[src/rtl/lane_serializer_pkg.sv]
// Shared types and helpers for the word-to-lane serializer.
package lane_serializer_pkg;

   typedef enum logic {
      ST_IDLE = 1'b0,
      ST_SEND = 1'b1
   } state_e;

   // Effective lane count: 0 or anything above n selects a full word.
   function automatic int unsigned eff_lanes(input int unsigned lanes, input int unsigned n);
      return ((lanes == 0) || (lanes > n)) ? n : lanes;
   endfunction

endpackage

[src/rtl/lane_serializer_if.sv]
// Word-in / lane-out handshake bundle for lane_serializer.
interface lane_serializer_if #(
   parameter int unsigned DATA_W = 32,
   parameter int unsigned LANE_W = 8
);
   localparam int unsigned N  = DATA_W / LANE_W;
   localparam int unsigned CW = $clog2(N + 1);

   logic              in_valid;
   logic              in_ready;
   logic [DATA_W-1:0] in_data;
   logic              in_msb_first;
   logic [CW-1:0]     in_lanes;
   logic              out_valid;
   logic              out_ready;
   logic [LANE_W-1:0] out_data;
   logic [CW-1:0]     out_idx;
   logic              out_last;

   modport slave (
      input  in_valid, in_data, in_msb_first, in_lanes, out_ready,
      output in_ready, out_valid, out_data, out_idx, out_last
   );

   modport master (
      output in_valid, in_data, in_msb_first, in_lanes, out_ready,
      input  in_ready, out_valid, out_data, out_idx, out_last
   );
endinterface

[src/rtl/lane_serializer_lane_mux.sv]
// Combinational select of lane sel from a word; lane 0 is the most significant.
module lane_mux #(
   parameter int unsigned DATA_W = 32,
   parameter int unsigned LANE_W = 8
) (
   input  logic [DATA_W-1:0]                      word,
   input  logic [$clog2(DATA_W/LANE_W + 1)-1:0]   sel,
   output logic [LANE_W-1:0]                      lane
);
   localparam int unsigned N  = DATA_W / LANE_W;
   localparam int unsigned CW = $clog2(N + 1);

   always_comb begin
      lane = '0;
      for (int unsigned k = 0; k < N; k++) begin
         if (sel == CW'(k)) lane = word[DATA_W-1-k*LANE_W -: LANE_W];
      end
   end
endmodule

[src/rtl/lane_serializer.sv]
// Splits one accepted word into 1..N lanes, MSB- or LSB-lane first, one per output handshake.
module lane_serializer
   import lane_serializer_pkg::*;
#(
   parameter int unsigned DATA_W = 32,
   parameter int unsigned LANE_W = 8
) (
   input  logic             clk,
   input  logic             rst_n,
   lane_serializer_if.slave bus
);
   localparam int unsigned N  = DATA_W / LANE_W;
   localparam int unsigned CW = $clog2(N + 1);

   state_e            state_q, state_d;
   logic [DATA_W-1:0] word_q;
   logic              msb_q;
   logic [CW-1:0]     len_q;
   logic [CW-1:0]     cnt_q;
   logic [CW-1:0]     idx;
   logic              send, last, emit, accept;

   assign send   = (state_q == ST_SEND);
   assign last   = send && (cnt_q == (len_q - CW'(1)));
   assign emit   = send && bus.out_ready;
   assign accept = bus.in_valid && bus.in_ready;
   assign idx    = msb_q ? cnt_q : (CW'(N - 1) - cnt_q);

   // A last-lane emit frees the word register in the same cycle, so the next word streams in without a bubble.
   assign bus.in_ready  = !send || (emit && last);
   assign bus.out_valid = send;
   assign bus.out_idx   = idx;
   assign bus.out_last  = last;

   lane_mux #(
      .DATA_W (DATA_W),
      .LANE_W (LANE_W)
   ) u_lane_mux (
      .word (word_q),
      .sel  (idx),
      .lane (bus.out_data)
   );

   always_comb begin
      state_d = state_q;
      unique case (state_q)
         ST_IDLE: if (bus.in_valid) state_d = ST_SEND;
         ST_SEND: if (emit && last && !bus.in_valid) state_d = ST_IDLE;
         default: state_d = ST_IDLE;
      endcase
   end

   always_ff @(posedge clk) begin
      if (!rst_n) begin
         state_q <= ST_IDLE;
         word_q  <= '0;
         msb_q   <= 1'b1;
         len_q   <= CW'(N);
         cnt_q   <= '0;
      end else begin
         state_q <= state_d;
         if (accept) begin
            word_q <= bus.in_data;
            msb_q  <= bus.in_msb_first;
            len_q  <= CW'(eff_lanes(32'(bus.in_lanes), N));
            cnt_q  <= '0;
         end else if (emit) begin
            cnt_q <= last ? '0 : (cnt_q + CW'(1));
         end
      end
   end
endmodule
[src/flat_wrapper.sv]
// flat-port wrapper written by rule: the top's interface ports become plain ports
module lane_serializer_flat import lane_serializer_pkg::*;
#(
   parameter int unsigned DATA_W = 32,
   parameter int unsigned LANE_W = 8
)
  (clk, rst_n, bus_in_valid, bus_in_data, bus_in_msb_first, bus_in_lanes, bus_out_ready, bus_in_ready, bus_out_valid, bus_out_data, bus_out_idx, bus_out_last);
  lane_serializer_if #(.DATA_W(DATA_W), .LANE_W(LANE_W)) bus_i ();
  input  logic clk;
  input  logic rst_n;
  input wire logic [$bits(bus_i.in_valid)-1:0] bus_in_valid;
  input wire logic [$bits(bus_i.in_data)-1:0] bus_in_data;
  input wire logic [$bits(bus_i.in_msb_first)-1:0] bus_in_msb_first;
  input wire logic [$bits(bus_i.in_lanes)-1:0] bus_in_lanes;
  input wire logic [$bits(bus_i.out_ready)-1:0] bus_out_ready;
  output wire logic [$bits(bus_i.in_ready)-1:0] bus_in_ready;
  output wire logic [$bits(bus_i.out_valid)-1:0] bus_out_valid;
  output wire logic [$bits(bus_i.out_data)-1:0] bus_out_data;
  output wire logic [$bits(bus_i.out_idx)-1:0] bus_out_idx;
  output wire logic [$bits(bus_i.out_last)-1:0] bus_out_last;
  assign bus_i.in_valid = bus_in_valid;
  assign bus_i.in_data = bus_in_data;
  assign bus_i.in_msb_first = bus_in_msb_first;
  assign bus_i.in_lanes = bus_in_lanes;
  assign bus_i.out_ready = bus_out_ready;
  assign bus_in_ready = bus_i.in_ready;
  assign bus_out_valid = bus_i.out_valid;
  assign bus_out_data = bus_i.out_data;
  assign bus_out_idx = bus_i.out_idx;
  assign bus_out_last = bus_i.out_last;
  lane_serializer #(.DATA_W(DATA_W), .LANE_W(LANE_W)) u_core (.clk(clk), .rst_n(rst_n), .bus(bus_i));
endmodule
[config.mk]
export PLATFORM = sky130hd
export DESIGN_NAME = lane_serializer_flat
export DESIGN_NICKNAME = d
export VERILOG_FILES = /design/src/rtl/lane_serializer_pkg.sv /design/src/rtl/lane_serializer_if.sv /design/src/rtl/lane_serializer_lane_mux.sv /design/src/rtl/lane_serializer.sv /design/src/flat_wrapper.sv
export SDC_FILE = /design/constraint.sdc
export NUM_CORES = 1
export LEC_CHECK = 0
export BUFFER_PORTS_ARGS = -buffer_cell sky130_fd_sc_hd__buf_2
export CORE_ASPECT_RATIO = 0.8
export CORE_MARGIN = 2
export CORE_UTILIZATION = 50
export CTS_BUF_LIST = sky130_fd_sc_hd__clkbuf_8
export DETAILED_ROUTE_END_ITERATION = 6
export MAX_ROUTING_LAYER = met4
export PLACE_DENSITY = 0.84
export SYNTH_ARGS = -nofsm -noshare
export SYNTH_HDL_FRONTEND = slang
export SYNTH_HIERARCHICAL = 1
export SYNTH_SLANG_ARGS = --single-unit
[constraint.sdc]
create_clock -name clk -period 4.8 [get_ports clk]
set_input_delay 0.96 -clock clk [delete_from_list [all_inputs] [get_ports clk]]
set_output_delay 0.96 -clock clk [all_outputs]
set_load 0.05 [all_outputs]
==> results of run 1 <==
## layout make-up
class / count / area [um^2] / area share, %
clock buffers: 5 / 68.8 / 2.88
clock inverters: 2 / 8.76 / 0.367
inverters: 6 / 22.5 / 0.943
multi-input cells: 164 / 1120 / 47.0
flip-flops and latches: 40 / 801 / 33.5
well taps: 55 / 68.8 / 2.88
repair buffers: 57 / 295 / 12.4
## synthesized netlist by cell type, drive strengths merged (2+ instances only)
| library cell | instances |
|---|---|
| nand2b | 3 |
| nor2 | 2 |
| nor4 | 2 |
| mux2i | 51 |
| o311ai | 2 |
| inv | 6 |
| or2 | 3 |
| o22ai | 8 |
| ha | 3 |
| xnor2 | 4 |
| dfxtp | 40 |
| and2 | 2 |
| nand2 | 70 |
| clkbuf | 9 |
| nand3 | 2 |
| buf | 8 |
## worst max path at each step
stage                     slack (ps)       startpoint               to
final                           1790  u_core/len_q[0]     bus_in_ready
after floorplan                 1360     u_core/msb_q  bus_out_data[0]
after global placement          2190  u_core/len_q[0]     bus_in_ready
after global routing            1650  u_core/len_q[0]     bus_out_last
after detailed placement        2110  u_core/len_q[0]     bus_in_ready
after CTS                       1790  u_core/len_q[0]     bus_in_ready
## power by group
group          switching (mW)  internal [mW]  total [mW]
combinational           0.103         0.0607       0.163
sequential             0.0128          0.353       0.365
clock                   0.110         0.0966       0.207
## state kept, by name, indices dropped and copies added, names as in the netlist
register,count
u_core/len_q,3
u_core/bus.out_valid,1
u_core/word_q,32
u_core/msb_q,1
u_core/cnt_q,3
## per-layer routing
| layer | global-route usage [%] | wire length, um | vias up |
|---|---|---|---|
| met4 | 7.27 | 32 | 0 |
| met2 | 31.3 | 1840 | 43 |
| met3 | 6.60 | 261 | 6 |
| met1 | 26.0 | 2130 | 745 |
| li1 | - | - | 855 |
| met5 | - | 0 | - |
## logic make-up (layout without fill, tap and decap cells)
kind of cell	count (synthesis)	count (layout)	synth area share (%)
adders and majority gates	3	3	1.81
AOI/OAI and AO/OA	17	17	6.57
xor gates and xnor gates	5	5	2.83
DFF	40	40	38.6
muxes	52	52	25.2
buffers and inverters	23	70	7.60
and+or+nand+nor	87	87	17.4
## through the flow
stage	total power [mW]	setup slack, ps	util [%]
after floorplan	0.501	1360	-
after global placement	0.533	2190	59.6
after detailed placement	0.536	2110	59.6
after CTS	0.742	1790	61.6
after global routing	0.772	1650	61.6
final	0.735	1790	61.6
## critical path, cell delays in order (launching register included)
cell	delay, ps
dfxtp_1	370
inv_1	60
ha_1	300
xnor2_1	430
nor3_1	170
a21bo_2	240
buf_2	200
==> results by group, run 1 <==
Status
  • Status: completed

Finish
  • Syn-to-layout area delta: 15.1%
  • # diodes: 0
  • Fin area: 0.00239 mm^2
  • Most frequent cells in the layout: 70 x nand2_1, 53 x buf_2, 51 x mux2i_1, 40 x dfxtp_1, 8 x o22ai_1
  • Cell Count, Final, Fillers Out: 329
  • Nets: 317
  • Share of layout cells above drive strength 1: 24.8%
  • Fill count: about 380
  • Commonest non-fill, non-tap cell in the layout: nand2_1

Clock tree
  • Post CTS Setup Buffer Count: 0
  • CTS sink count: 40
  • Reg clk slew, reported paths: 70 ps
  • Post-CTS sizing: 0
  • H-tree Lvls: 2
  • Total CTS buffers: 5
  • Max Root-Sink Buffers: 2
  • CTS root buf: clkbuf_8
  • Clk_lat worst skew: about 290 ps
  • CTS tree: done
  • Post-CTS Hold Fix Bufs: 0

Routing
  • Starting DRT DRC Count: 75
  • Residual DRC: 0
  • ANT nets after route: 0
  • WL/cell: 13.0 um
  • Vias/cell: 5.01
  • WL final: between 4 and 5 mm
  • Drt first pass iters: 4
  • Via count: ~1600

STA
  • Min cycle time layout: 3010 ps
  • Worst-Margin Slew: 587 ps
  • Achievable Freq: 332 MHz
  • Crit share post-route: 62.8%
  • RSZ-0062 raised after global routing: no
  • Final setup fails: 0
  • Count of pins over their slew limit: 0
  • Final hold vios: 0
  • Setup TNS: 0 ps
  • Final hold slack: roughly 460 ps
  • Worst slew margin: 60.9%
  • Clk_skew: ~5.2 ps

Worst setup path
  • R2r setup slk: 2690 ps
  • CP Max Fanout: 5
  • CP startpoint kind: flip-flop
  • R2r endpoint: u_core/len_q[2]
  • Cell count of the worst reg-to-reg path: 6
  • CP required: approximately 3800 ps
  • CP Class: reg -> out
  • Worst setup EP type: output pin
  • FF-to-FF Start: u_core/len_q[0]
  • Critical path data arrival time: between 2000 and 2500 ps

Logic synthesis
  • Asr flop ratio synth: 0%
  • Area leader, netlist: dfxtp_1
  • Sequential area share after synthesis: 38.6%
  • Synth Flop Type: dfxtp_1
  • Synthesized area: 0.00207 mm^2
  • Count of state elements after synthesis: 40
  • Top cells by area, synth: dfxtp_1 39%, mux2i_1 25%, nand2_1 13%
  • Post-synth EDFFs: 0
  • Post-synth cell types: 32
  • Synth warn: 6
  • Syn avg cell area: 9.14 um^2
  • Syn nets: between 200 and 300
  • Synth top area share: 38.6%
  • Syn Inst Count: 227

Job
  • Max capacitance violation total: 0

Placement
  • Buffers on Ports: 53
  • Placed cell count: 322
  • DP HPWL: 3.07 mm
  • Placed instance area: approximately 0.0023 mm^2
  • Routability congestion estimate: between 0.8 and 0.9

Floorplan
  • Site row count: 20
  • Core outline area: 0.00388 mm^2
  • Die area: 0.00468 mm^2
  • Die Ht: 61.6 um
  • Initial core utilization: 53.5%
  • Die X: 76.0 um
  • Io pins: 54

Min path
  • Hold wc startpoint: u_core/word_q[23]
  • Min-Delay Path Depth: 2
  • Hold EP: u_core/word_q[23]
  • Hold Crit Class: reg -> reg

GRT
  • GRT Util Overall: 20.5%
  • Grt total ovfl: 0
  • Number of global-route vias before repair: 1603
  • Largest net degree at the start of global routing: 39
  • Global-route wire length before repair: ~7.2 mm
  • Initial antenna violation count: 0

Power and ir drop
  • Maximum VDD drop: about 200 uV
  • Leak: 1.07 nW
  • Power Density: 308 mW/mm^2
No activity file was read; power rests on OpenSTA's default activity.
==> run 2, diff against run 1 <==
--- a/config.mk
+++ b/config.mk
@@ -5,6 +5,7 @@
 export SDC_FILE = /design/constraint.sdc
 export NUM_CORES = 1
 export LEC_CHECK = 0
+export ABC_AREA = 1
 export BUFFER_PORTS_ARGS = -buffer_cell sky130_fd_sc_hd__buf_2
 export CORE_ASPECT_RATIO = 0.8
 export CORE_MARGIN = 2
@@ -12,7 +13,7 @@
 export CTS_BUF_LIST = sky130_fd_sc_hd__clkbuf_8
 export DETAILED_ROUTE_END_ITERATION = 6
 export MAX_ROUTING_LAYER = met4
-export PLACE_DENSITY = 0.84
+export PLACE_DENSITY = 0.86
 export SYNTH_ARGS = -nofsm -noshare
 export SYNTH_HDL_FRONTEND = slang
 export SYNTH_HIERARCHICAL = 1
==> constraint.sdc (replaced) <==
create_clock -name clk -period 2.5 [get_ports clk]
set_input_delay 0.5 -clock clk [delete_from_list [all_inputs] [get_ports clk]]
set_output_delay 0.5 -clock clk [all_outputs]
set_load 0.05 [all_outputs]
==> run 2 against run 1 <==
Effect of this change: combinational power grew 150%; sequential power grew 98%; via count grew 38%; highest routed layer unchanged.
==> results by group, run 2 <==
STA
  • RSZ-0062 raised after global routing: no
  • Worst-Margin Slew: 680 ps
  • Count of pins over their slew limit: 0
  • Clk_skew: 5.37 ps
  • Final setup fails: 0
  • Crit share post-route: 95.1%
  • Min cycle time layout: 2380 ps
  • Final hold vios: 0
  • Worst slew margin: 54.7%
  • Achievable Freq: around 420 MHz
  • Setup TNS: 0 ps

Job
  • Max capacitance violation total: 0

Logic synthesis
  • Asr flop ratio synth: 0%
  • Count leader, synth: nand3_1
  • Top cells by area, synth: dfxtp_1 35%, nand3_1 12%, nand2_1 9.1%
  • Syn Inst Count: 337
  • Commonest cells in the netlist: 56 x nand3_1, 55 x nand2_1, 46 x inv_1, 40 x dfxtp_1, 37 x nor2_1
  • Synthesized area: 0.00228 mm^2
  • Post-synth EDFFs: 0
  • Synth top area share: between 30% and 40%
  • Sequential area share after synthesis: 35.1%
  • Count of state elements after synthesis: 40
  • Synth warn: 6
  • Post-synth cell types: 25
  • Synth Flop Type: dfxtp_1
  • Area leader, netlist: dfxtp_1
  • Syn nets: 380
  • Syn avg cell area: 6.77 um^2

Worst setup path
  • CP Class: reg -> out
  • Cell family with most CP delay: XOR/XNOR gates
  • Worst setup EP type: output pin
  • Crit-path slowest cell: xnor2_4
  • R2r setup slk: 550 ps
  • CP required: 2000 ps
  • Worst path bufs/invs: 1
  • R2r endpoint: u_core/msb_q
  • CP startpoint kind: flip-flop
  • Worst path cell trace: xnor2_4 > nand4_1 > nand4_1 > buf_2
  • Cell count of the worst reg-to-reg path: 12
  • CP Max Fanout: 19
  • Critical path data arrival time: 1880 ps
  • CP most frequent cell: nand4_1
  • CP Depth: 4
  • FF-to-FF Start: u_core/len_q[0]
  • Max incr delay on CP: 520 ps

Placement
  • Routability congestion estimate: 0.934
  • DP HPWL: approximately 3.5 mm
  • Buffers on Ports: 53

Power and ir drop
  • Leak: 1.37 nW
  • Power Density: 626 mW/mm^2
  • Maximum VDD drop: around 280 uV
  • Pwr Total: approximately 1.6 mW

Finish
  • Most frequent cells in the layout: 56 x nand3_1, 55 x nand2_1, 53 x buf_2, 47 x inv_1, 40 x dfxtp_1
  • Max reg flops: 32
  • Nets: 420
  • Syn-to-layout area delta: 15.5%
  • Largest Register: u_core/word_q
  • Share of layout cells above drive strength 1: 20.1%
  • # diodes: 0
  • Largest regs: u_core/word_q x32, u_core/cnt_q x3, u_core/len_q x3
  • Commonest non-fill, non-tap cell in the layout: nand3_1
  • Fill count: 403

Routing
  • WL/cell: ~13 um
  • ANT nets after route: 0
  • Via count: 2272
  • Residual DRC: 0
  • Vias/cell: 5.22
  • Drt first pass iters: 6
  • Starting DRT DRC Count: 246
  • WL final: 5.44 mm

Clock tree
  • Post-CTS Hold Fix Bufs: 0
  • CTS sink count: 40
  • Max Root-Sink Buffers: 2
  • CTS tree: done
  • Reg clk slew, reported paths: 70 ps
  • H-tree Lvls: 2
  • CTS root buf: clkbuf_8
  • Total CTS buffers: 5
  • Clk_lat worst skew: 310 ps

GRT
  • Grt total ovfl: 0
  • Initial antenna violation count: 0
  • GRT Util Overall: 22.6%
  • Largest net degree at the start of global routing: 72
  • Number of global-route vias before repair: about 1900
  • Global-route wire length before repair: 8.79 mm

Floorplan
  • Io pins: 54
  • Die area: 0.00512 mm^2
  • Core outline area: approximately 0.0043 mm^2
  • Die Ht: around 64 um
  • Initial core utilization: 53.3%
  • Die X: just under 80 um
  • Site row count: 21

Min path
  • Hold EP: u_core/msb_q
  • Hold Crit Class: in -> reg
  • Hold wc startpoint: bus_in_msb_first
  • Min-Delay Path Depth: 3

Status
  • Status: completed
-- run 2: changes by cell type in the layout (fill, tap and decap cells not counted), moves of 3 or more --
cell	before	now
nand4_1	1	24
a21oi_1	1	34
nand2b_1	3	0
o22ai_1	8	0
xnor2_1	3	0
mux2i_1	51	0
nand3_1	2	56
inv_1	7	47
nand2_1	70	55
nor2_1	2	37
-- run 2: layer usage --
metal	GRT usage, %	vias up	routed length (um)
li1	-	1176	-
met1	32.0	970	2560
met2	29.7	105	2230
met3	6.82	21	494
met4	9.48	0	163
met5	-	-	0
-- run 2: worst max path at each step --
stage / to / slack [ps] / from
floorplan: bus_out_data[0] / 180 / u_core/msb_q
global placement: bus_out_data[4] / 190 / u_core/msb_q
detailed placement: bus_out_data[4] / 120 / u_core/msb_q
CTS: bus_out_data[4] / 20 / u_core/msb_q
global route: bus_out_data[1] / 20 / u_core/msb_q
finish: bus_out_data[1] / 120 / u_core/msb_q
-- run 2: cell families (layout without fill, tap and decap cells) --
| family | Yosys count | in the layout | share of synthesized area, % |
|---|---|---|---|
| fa+ha+maj | 3 | 3 | 1.65 |
| buf+inv | 74 | 115 | 16.6 |
| simple gates | 179 | 179 | 36.8 |
| xor+xnor | 3 | 3 | 1.15 |
| flops | 40 | 40 | 35.1 |
| compound gates | 38 | 38 | 8.67 |
-- run 2: per-stage QoR --
stage                     instance area, um^2  instances  worst slack (ps)  hold slack [ps]  util (%)
after floorplan                          2300        337               183              452         -
after global placement                   2470        423               191              465      57.8
after detailed placement                 2470        423               122              473      57.8
after CTS                                2600        431              19.9              441      60.8
after global routing                     2630        435              22.1              459      61.5
final                                    2630        435               123              444      61.5
-- run 2: cell type report --
type | instances | area [um^2] | area share (%)
multi-input cells | 223 | 1140 | 43.2
flip-flops and latches | 40 | 801 | 30.4
repair buffers | 59 | 335 | 12.7
inverters | 48 | 180 | 6.84
well taps | 57 | 71.3 | 2.71
clock buffers | 5 | 68.8 | 2.61
clock inverters | 3 | 38.8 | 1.47
-- run 2: power by group --
group	total (mW)	switching, mW	internal [mW]
clock network	0.520	0.228	0.292
registers	0.723	0.0381	0.685
logic	0.405	0.269	0.136
-- run 2: what timing repair did --
action / in CTS / in global routing
pin swaps: 0 / 2
resized for setup: 2 / 0
buffers inserted: 0 / 4
endpoints found under the setup margin: 8 / 8
hold endpoints to repair: 0 / 0
-- run 2: tightest hold or removal path: cells and delay by family --
| kind | cells | cell delay [ps] |
|---|---|---|
| buffers and inverters | 1 | 80 |
| AND/OR/NAND/NOR | 2 | 130 |
==> run 3, diff against run 2 <==
--- a/config.mk
+++ b/config.mk
@@ -5,11 +5,11 @@
 export SDC_FILE = /design/constraint.sdc
 export NUM_CORES = 1
 export LEC_CHECK = 0
-export ABC_AREA = 1
+export ABC_AREA = 0
 export BUFFER_PORTS_ARGS = -buffer_cell sky130_fd_sc_hd__buf_2
 export CORE_ASPECT_RATIO = 0.8
 export CORE_MARGIN = 2
-export CORE_UTILIZATION = 50
+export CORE_UTILIZATION = 49
 export CTS_BUF_LIST = sky130_fd_sc_hd__clkbuf_8
 export DETAILED_ROUTE_END_ITERATION = 6
 export MAX_ROUTING_LAYER = met4
==> run 3 against run 2 <==
Effect of this change: the run now ends with setup timing left; clock skew rose by 0.53 ps; total power fell by 2.7%; non-clock buffer count rose by 2; sequential power fell by 2%; global-route usage fell by 1.8 points; via count fell by 25%; sequential cell count did not move; critical path type unchanged; highest routed layer unchanged; sequential share of layout area rose by 0.56 points; fmax fell by 5.0%.
==> results by group, run 3 (same netlist as run 1, synthesis figures left out) <==
Status
  • Status: complete, but fails checks
  • Violated checks: setup timing

Routing
  • WL/cell: about 14 um
  • WL final: 4.63 mm
  • Drt first pass iters: 4
  • Starting DRT DRC Count: ~160
  • Vias/cell: 5.04
  • Residual DRC: 0
  • Via count: 1693
  • ANT nets after route: 0

Clock tree
  • H-tree Lvls: 2
  • CTS tree: done
  • Reg clk slew, reported paths: 80 ps
  • CTS root buf: clkbuf_8
  • CTS sink count: 40
  • Max Root-Sink Buffers: 2
  • Total CTS buffers: 5
  • Clk_lat worst skew: 300 ps
  • Post-CTS Hold Fix Bufs: 0

Finish
  • # diodes: 0
  • Multi-input gate area: 0.00122 mm^2
  • Fill count: 342
  • Share of layout cells above drive strength 1: a little under a third
  • Commonest non-fill, non-tap cell in the layout: nand2_1
  • Most frequent cells in the layout: 70 x nand2_1, 51 x buf_2, 51 x mux2i_1, 39 x dfxtp_1, 8 x o22ai_2
  • Largest regs: u_core/word_q x32, u_core/cnt_q x3, u_core/len_q x3
  • Total area of sequential cells: 802 um^2
  • Post-layout utilization of the core: approximately 63%
  • Nets: 321
  • Syn-to-layout area delta: 24.8%
  • Fin area: 0.00259 mm^2
  • Largest Register: u_core/word_q
  • Max reg flops: 32

GRT
  • Number of global-route vias before repair: 1662
  • Grt total ovfl: 0
  • Largest net degree at the start of global routing: 45
  • GRT Util Overall: 20.8%
  • Initial antenna violation count: 0
  • Global-route wire length before repair: 7.68 mm

STA
  • Min cycle time layout: 2500 ps
  • Worst-Margin Slew: 705 ps
  • Achievable Freq: 400 MHz
  • Final setup fails: 1
  • Worst slew margin: 52.6%
  • Final hold vios: 0
  • Setup TNS: -2.23 ps
  • Count of pins over their slew limit: 0
  • Clk_skew: 5.89 ps
  • PnR worst setup slack: -2.23 ps
  • Crit share post-route: 100%

Placement
  • Placed instance area: 0.00241 mm^2
  • Buffers on Ports: 53
  • DP HPWL: between 3 and 4 mm
  • Routability congestion estimate: 0.871
  • Place WS: around 260 ps

Power and ir drop
  • Maximum VDD drop: 402 uV
  • Power Density: ~620 mW/mm^2
  • Leak: 1.15 nW
  • Pwr Total: around 1.6 mW

Min path
  • Hold Crit Class: in -> reg

Worst setup path
  • CP startpoint kind: flip-flop
  • Max incr delay on CP: 380 ps
  • Crit-path slowest cell: dfxtp_1
  • Worst setup EP type: output pin
  • Worst path bufs/invs: 2
  • Worst path cell trace: inv_1 > ha_1 > xnor2_4 > nor3_4 > and2_1 > clkbuf_4
  • CP Class: reg -> out
  • Cell family with most CP delay: simple AND/OR/NAND/NOR gates
  • CP required: 2000 ps
  • CP Max Fanout: 5
  • Critical path data arrival time: 2000 ps

Floorplan
  • Io pins: 54
  • Die X: approximately 77 um
  • Initial core utilization: 50.3%
  • Core outline area: between 0.004 and 0.005 mm^2
  • Die Ht: 62.2 um
  • Site row count: 21
  • Die area: ~0.0048 mm^2

Job
  • Max capacitance violation total: 0
run 3: changes by cell type in the layout (fill, tap and decap cells not counted), moves of 23 or more:
cell,before,now
mux2i_1,0,51
nand4_1,24,1
inv_1,47,6
nor2_1,37,2
nand3_1,56,2
a21oi_1,34,1
run 3: what timing repair did:
action | in CTS | in global routing
gates resized for setup | 3 | 7
endpoints found under the setup margin | 4 | 3
buffers inserted | 0 | 2
pin swaps | 0 | 1
run 3: area by class of cell:
cell class                      instances  share of cell area [%]
Multi-Input combinational cell        164                    47.2
Sequential cell                        40                    31.0
Timing Repair Buffer                   61                    13.7
Tap cell                               57                    2.75
Clock buffer                            5                    2.66
Clock inverter                          3                    1.79
Inverter                                6                   0.870
run 3: power breakdown:
group | switching [mW] | leakage [nW] | total, mW | internal (mW)
clock | 0.243 | 0.0548 | 0.543 | 0.301
combinational | 0.213 | 0.762 | 0.354 | 0.141
sequential | 0.0286 | 0.329 | 0.705 | 0.677
run 3: path summary, 6_finish.rpt:
path / start / cells after the start / end / slack [ps]
max reg2reg: u_core/len_q[0] / 6 / u_core/msb_q / 260
min: bus_in_data[6] / 3 / u_core/word_q[6] / 440
max: u_core/len_q[0] / 6 / bus_out_last / -2
min reg2reg: u_core/word_q[9] / 2 / u_core/word_q[9] / 470
run 3: metrics by stage:
| stage | hold WS (ps) | std cells |
|---|---|---|
| after CTS | 431 | 334 |
| after global routing | 422 | 336 |
| after global placement | 445 | 326 |
| after detailed placement | 451 | 326 |
| final | 436 | 336 |
| after floorplan | 434 | 227 |
run 3: layer usage:
layer	GRT usage [%]	part of all wire (%)
met1	27.4	48
met2	30.9	45
met3	6.69	5.9
met4	5.45	0.47
met5	-	0
run 3: worst reg2reg max path: stages (launching register included):
cell and delay (ps):
dfxtp_1 380, inv_1 60, ha_1 370, xnor2_4 210
o41ai_4 650, buf_4 300, mux2i_1 210
